--- config.mk ---
export PLATFORM = sky130hd
export DESIGN_NAME = instr_fetch_unit
export DESIGN_NICKNAME = d
export VERILOG_FILES = /design/src/rtl/instr_fetch_unit.sv
export SDC_FILE = /design/constraint.sdc
export NUM_CORES = 1
export LEC_CHECK = 0
export ABC_AREA = 0
export CAP_MARGIN = 20
export CORE_UTILIZATION = 30
export CTS_CLUSTER_DIAMETER = 30
export DETAILED_ROUTE_END_ITERATION = 10
export PLACE_DENSITY = 0.67
export SLEW_MARGIN = 40
export SYNTH_ARGS = -nofsm -noshare
export SYNTH_HDL_FRONTEND = slang
export SYNTH_SLANG_ARGS = --single-unit
--- constraint.sdc ---
create_clock -name Clk -period 5 [get_ports Clk]
set_input_delay 1.25 -clock Clk [delete_from_list [all_inputs] [get_ports Clk]]
set_output_delay 1.25 -clock Clk [all_outputs]
set_load 0.03 [all_outputs]
--- src/rtl/instr_fetch_unit.sv ---
// Instruction fetch unit: walks a 16-word instruction memory and hands one
// registered instruction per cycle to decode under a Valid/Ready handshake.
// Handles execute-stage redirects, the HALT opcode, and a saturating
// delivered-instruction counter.
// Optional build macro: IFU_EARLY_JUMP_EN -- resolve J targets at fetch time.
module instr_fetch_unit (
  input  logic        Clk,
  input  logic        Rst_n,
  output logic [31:0] Addr,
  input  logic [31:0] InstrIn,
  input  logic        Redirect,
  input  logic [31:0] RedirectAddr,
  output logic [31:0] InstrOut,
  output logic [31:0] PcOut,
  output logic        Valid,
  input  logic        Ready,
  output logic        Halted,
  output logic [15:0] FetchCount
);

  localparam logic [5:0] OP_HALT = 6'b111111;
  localparam logic [5:0] OP_J    = 6'b010001;

  typedef enum logic [1:0] {
    INIT  = 2'd0,
    FETCH = 2'd1,
    HALT  = 2'd2
  } state_t;

  state_t      state_q, state_d;
  logic [3:0]  pc_q, pc_d;
  logic [31:0] instr_q, instr_d;
  logic [3:0]  pcout_q, pcout_d;
  logic        valid_q, valid_d;
  logic        halted_q, halted_d;
  logic [15:0] count_q;

  logic [3:0]  pc_seq;
  logic [5:0]  opcode;
  logic        accept;

  // Only the low four redirect bits address the 16-word memory.
  logic        unused_redirect_bits;
  assign unused_redirect_bits = ^RedirectAddr[31:4];

  assign opcode = InstrIn[31:26];
  assign accept = valid_q && Ready;

  // Sequential next pc: either the wrapped increment or an early J target.
  always_comb begin
    pc_seq = pc_q + 4'd1;
`ifdef IFU_EARLY_JUMP_EN
    if (opcode == OP_J) pc_seq = InstrIn[3:0];
`endif
  end

  // Next-state and datapath decisions; a redirect overrides everything else.
  always_comb begin
    // NOTE: every output of this block gets a hold default first, so no path
    // leaves a variable unassigned and no latch is inferred.
    state_d  = state_q;
    pc_d     = pc_q;
    instr_d  = instr_q;
    pcout_d  = pcout_q;
    valid_d  = valid_q;
    halted_d = halted_q;

    if (Redirect) begin
      // The in-flight instruction is dropped; fetch restarts at the target.
      pc_d     = RedirectAddr[3:0];
      valid_d  = 1'b0;
      halted_d = 1'b0;
      state_d  = FETCH;
    end else begin
      unique case (state_q)
        INIT: begin
          // One idle cycle lets the memory finish its first-edge load.
          state_d = FETCH;
        end
        FETCH: begin
          if (!valid_q || Ready) begin
            instr_d = InstrIn;
            pcout_d = pc_q;
            valid_d = 1'b1;
            if (opcode == OP_HALT) begin
              // HALT is still delivered, but pc parks on it.
              state_d  = HALT;
              halted_d = 1'b1;
            end else begin
              pc_d = pc_seq;
            end
          end
        end
        HALT: begin
          // No further captures; the HALT word drains once decode takes it.
          if (Ready) valid_d = 1'b0;
        end
        default: state_d = INIT;
      endcase
    end
  end

  // FSM state register.
  always_ff @(posedge Clk or negedge Rst_n) begin
    // NOTE: sequential state uses non-blocking assignments so every register
    // samples pre-edge values regardless of block ordering.
    if (!Rst_n) state_q <= INIT;
    else        state_q <= state_d;
  end

  // Fetch datapath registers: pc, captured instruction and its address.
  always_ff @(posedge Clk or negedge Rst_n) begin
    if (!Rst_n) begin
      pc_q     <= 4'd0;
      instr_q  <= 32'd0;
      pcout_q  <= 4'd0;
      valid_q  <= 1'b0;
      halted_q <= 1'b0;
    end else begin
      pc_q     <= pc_d;
      instr_q  <= instr_d;
      pcout_q  <= pcout_d;
      valid_q  <= valid_d;
      halted_q <= halted_d;
    end
  end

  // Delivered-instruction counter; counts an accept even when it coincides
  // with a redirect, and sticks at all-ones instead of wrapping.
  always_ff @(posedge Clk or negedge Rst_n) begin
    if (!Rst_n)                             count_q <= 16'd0;
    else if (accept && count_q != 16'hFFFF) count_q <= count_q + 16'd1;
  end

  assign Addr       = {28'd0, pc_q};
  assign InstrOut   = instr_q;
  assign PcOut      = {28'd0, pcout_q};
  assign Valid      = valid_q;
  assign Halted     = halted_q;
  assign FetchCount = count_q;

endmodule
Yosys cells after proc, flatten, opt, wreduce, memory -nomap -nowiden
Index checks and enable logic that the tools add are counted.
- logic and storage cells: 49
- register bits after elaboration: 60
- reduce and logical (&&, ||, !) cells: 14
- bitwise gates (word level): 1
- add/subtract/negate cells: 2
- eq/ne operators: 9
- mux-type cells: 16
- operator list (kind ; count):
    16-bit by 1-bit adder with 16-bit output, second input constant ; 1
    4-bit two-way mux ; 4
    16-bit != test, second input constant ; 1
    3-bit AND reduction ; 5
    3-bit != test, second input constant ; 3
    1-bit two-way mux ; 7
    6-bit equality test, second input constant ; 1
    2-bit two-way mux ; 3
    2-bit one-hot mux with 3 select lines ; 1
    2-bit nonzero test ; 3
    4-bit by 1-bit adder with 4-bit output, second input constant ; 1
    2-bit != test, second input constant ; 2
    3-bit nonzero test ; 1
    2-bit by 1-bit equality test with 1-bit output, second input constant ; 1
    2-bit equality test, second input constant ; 1
    1-bit logical AND ; 2
    2-bit logical NOT ; 1
    1-bit one-hot mux with 2 select lines ; 1
    1-bit logical NOT ; 1
    1-bit logical OR ; 1
    1-bit inverter ; 1

Logic depth before layout (Yosys ltp)
- depth in word-level cells: 5
- mapped depth: 6

Least setup slack after synthesis
No wires, ideal clock.
- path kind: input to register
- start: in Ready
- end: reg pcout_q[1]
- cell stages on the path: 6
- arrival: 2297 ps
- setup slack: 2575 ps
- setup time: 128 ps
- data required time: 4872 ps
- cells stage by stage: nand2b_1 nand2b_1 buf_2 nor2_4 buf_2 mux2_1
- word-level cells in the longest chain between the ends: 2
- ends and longest elaborated chain (item ; RTL line ; source):
    start: declaration ; 16 ; input logic Ready,
    1-bit logical OR ; 81 ; if (!valid_q || Ready) begin
    3-bit AND reduction (no line) ; n/a ;
    end signal: assignment ; 122 ; pcout_q <= pcout_d;
    end: declaration ; 33 ; logic [3:0] pcout_q, pcout_d;
No other way between the ends.
A chain may end at the register's enable or synchronous reset.

Worst setup path after layout
- start: in Ready
- end: reg instr_q[15], in the netlist InstrOut[15]
- word-level cells in the longest chain between the ends: 2
- ends and longest elaborated chain (item ; RTL line ; source):
    1-bit logical OR ; 81 ;
    3-bit AND reduction (no line) ; n/a ;
    end signal: assignment ; 121 ; instr_q <= instr_d;
    end: declaration ; 32 ; logic [31:0] instr_q, instr_d;
No other way between the ends.

==> impl_metrics.ini <==
[final_layout]
n_antenna_cell = 0
area_delta_synth_final_pct = 37.56
drive_gt1_frac = 0.07542
final_nets = 423
finish.instance_area_mm2 = 0.004110

[placed_design]
numPortBuffers = 97
dp_hpwl_mm = 4.252
placed_area_mm2 = 0.003905
place.gp.congestion = 0.7368

[clock_network]
cts_root_buf = clkbuf_8
numClockSinks = 60
cts_setup_buffers = 0
holdBufCountCts = 0
cts_resized = 0
htreeDepth = 3
clk_path_buf_depth = 2
cts_buffers = 9
path_clk_slew_ns = 0.07
tritoncts = done
clkLatencyLatePin_ns = 0.33

[sta]
final-hold-violation-count = 0
max_slew.worst_pin.slew_ns = 0.6650
fin_tns_setup_ns = 0
min_period_ns = 3.137
finalClockSkew_ns = 0.01122
maxSlewHeadroom = 0.5551
max_freq_mhz = 318.8
setup_viol = 0
rsz0062_at_grt = false
slew_violations = 0
timing.hold.ws_ns = 0.4841
period_share = 0.6274

[status]
status = finished clean

[routing]
first_iter_violations = 29
ant_nets = 0
drc = 0
vias = 2068
avgRoutedWirePerCell_um = 12.11
postRouteWirelength_mm = 5.944
avgViaCountPerCell = 4.212
drtPass1Iterations = 4

[logic_synthesis]
ys_seq_area_frac = 0.5025
syn_inst = 249
yosys.area.top_type = dfrtp_1
synthTopCellsByArea = dfrtp_1 50%, buf_4 14%, mux2_1 14%
synth_area_mm2 = 0.002988
yosysUniqueCellTypes = 38
synth_top_cell_area_share = 0.5025
syn_avg_cell_area_um2 = 12.00
yosys_register_bits = 60
yosysWarningCount = 0

[floorplan]
die_y_um = 101.8
die-area_mm2 = 0.01036
initial_utilization = 0.3071
io_pins = 182
core_mm2 = 0.009729
dieWidth_um = 101.8
rows = 36

[global_routing]
antenna_found_initial = 0
grt_pass1_wl_mm = 9.701
grt_pass1_vias = 1947
overflow = 0
grt_usage = 0.1243
grt_max_degree = 61

[pwr]
power_density_mw_per_mm2 = 373.9
ir_drop_mv = 0.2140
p_leak_uw = 0.001818

[setup_path]
arrival_ns = 3.34
cp-start-kind = input port
crit_required_ns = 5.20
critPathCaptureType = register
cp_max_fo = 19
crit_type = input port to register

[job]
cap_violations = 0

[hold_path]
hp-class = register to register
[layout make-up]
cell class	count	area, um2
Fill cell	948	5619
Sequential cell	60	1501
Timing Repair Buffer	99	992.2
Clock buffer	10	137.6
Inverter	5	18.77
Clock inverter	6	63.81
Multi-Input combinational cell	178	1230
Tap cell	133	166.4
[critical path, cell delays in order]
cell,delay (ns)
clkdlybuf4s50_1,0.59
nand2b_1,0.16
nand2b_1,0.22
nor2_4,0.51
buf_8,0.26
mux2_1,0.34
[placed cells by master (no fill, tap or decap), types with 2 or more instances in the layout]
| master | n |
|---|---|
| clkdlybuf4s50_1 | 96 |
| nor3_1 | 5 |
| o21ai_1 | 3 |
| nand2b_1 | 4 |
| a31oi_1 | 3 |
| nor4_1 | 3 |
| ha_1 | 2 |
| mux2_1 | 37 |
| and4_1 | 2 |
| nand2_1 | 5 |
| conb_1 | 56 |
| clkinv_2 | 2 |
| or4_1 | 2 |
| nor4b_2 | 2 |
| xor2_1 | 13 |
| dfrtp_1 | 60 |
| nand3_1 | 7 |
| inv_1 | 4 |
| clkbuf_8 | 10 |
| o31ai_1 | 2 |
| clkinvlp_4 | 2 |
| a21oi_1 | 4 |
| nor2_1 | 10 |
| nand4_1 | 4 |
[registers in the layout, indices dropped and copies added (netlist names)]
signal,cells
Halted,1
InstrOut,32
Valid,1
state_q,2
pc_q,4
pcout_q,4
FetchCount,16
[Yosys cell counts (all sizes together)]
cell	number
nor3	5
ha	2
o31ai	2
a2111o	1
xnor2	1
nor3b	1
clkbuf	1
nand3	7
and4	2
nand2	6
a2bb2oi	1
conb	1
and3	1
o31a	1
dfrtp	60
o21ai	4
nor2	11
buf	60
nor4	4
inv	4
or3	1
a21oi	4
a211oi	1
a31oi	3
clkinv	1
xor2	13
nand2b	4
nand4	5
or4	3
mux2	37
nor4b	2
[path summary, 6_finish.rpt]
check / from / end / slack (ns) / depth (start not counted)
worst max register to register: state_q[1]$_DFFE_PN0P_ / InstrOut[15]$_DFFE_PN0P_ / 2.86 / 5
worst min-delay path: InstrOut[7]$_DFFE_PN0P_ / InstrOut[7]$_DFFE_PN0P_ / 0.48 / 1
worst min register to register: InstrOut[7]$_DFFE_PN0P_ / InstrOut[7]$_DFFE_PN0P_ / 0.48 / 1
min in group asynchronous: Rst_n / InstrOut[29]$_DFFE_PN0P_ / 0.96 / 2
worst max-delay path: Ready / InstrOut[15]$_DFFE_PN0P_ / 1.86 / 6
max in group asynchronous: Rst_n / FetchCount[8]$_DFFE_PN0P_ / 3.61 / 2
[power breakdown]
group	total (uW)	internal (uW)	switching, uW
sequential	614	555	59.5
combinational	484	197	287
clock	438	242	195
total	1540	994	542
[metal layers]
layer | vias up | track usage | part of all wire
met2 | 88 | 0.1996 | 0.47
met4 | 0 | 0.07246 | 0.026
met5 | - | 0 | 0
met3 | 14 | 0.04141 | 0.087
li1 | 964 | - | -
met1 | 1002 | 0.1449 | 0.42
[metrics by stage]
step	power [uW]	std cells	utilization	worst slack, ns
2_1_floorplan	932.4	304	-	2.575
3_3_place_gp	1102	474	0.3998	1.391
3_5_place_dp	1113	475	0.4014	1.488
4_1_cts	1565	491	0.4221	1.849
5_1_grt	1626	491	0.4225	1.731
6_report	1537	491	0.4225	1.863
[logic make-up (layout without fill, tap and decap cells)]
logic type      count (synthesis)  after routing  synth area share
xor+xnor                       14             14           0.04104
compound gates                 17             17           0.03727
mux                            37             37            0.1394
buf+inv                        66            120            0.1549
other cells                     1             56          0.001255
flops                          60             60            0.5025
fa+ha+maj                       2              2          0.008374
simple gates                   52             52            0.1152
Power figures use the tool's default switching activity.
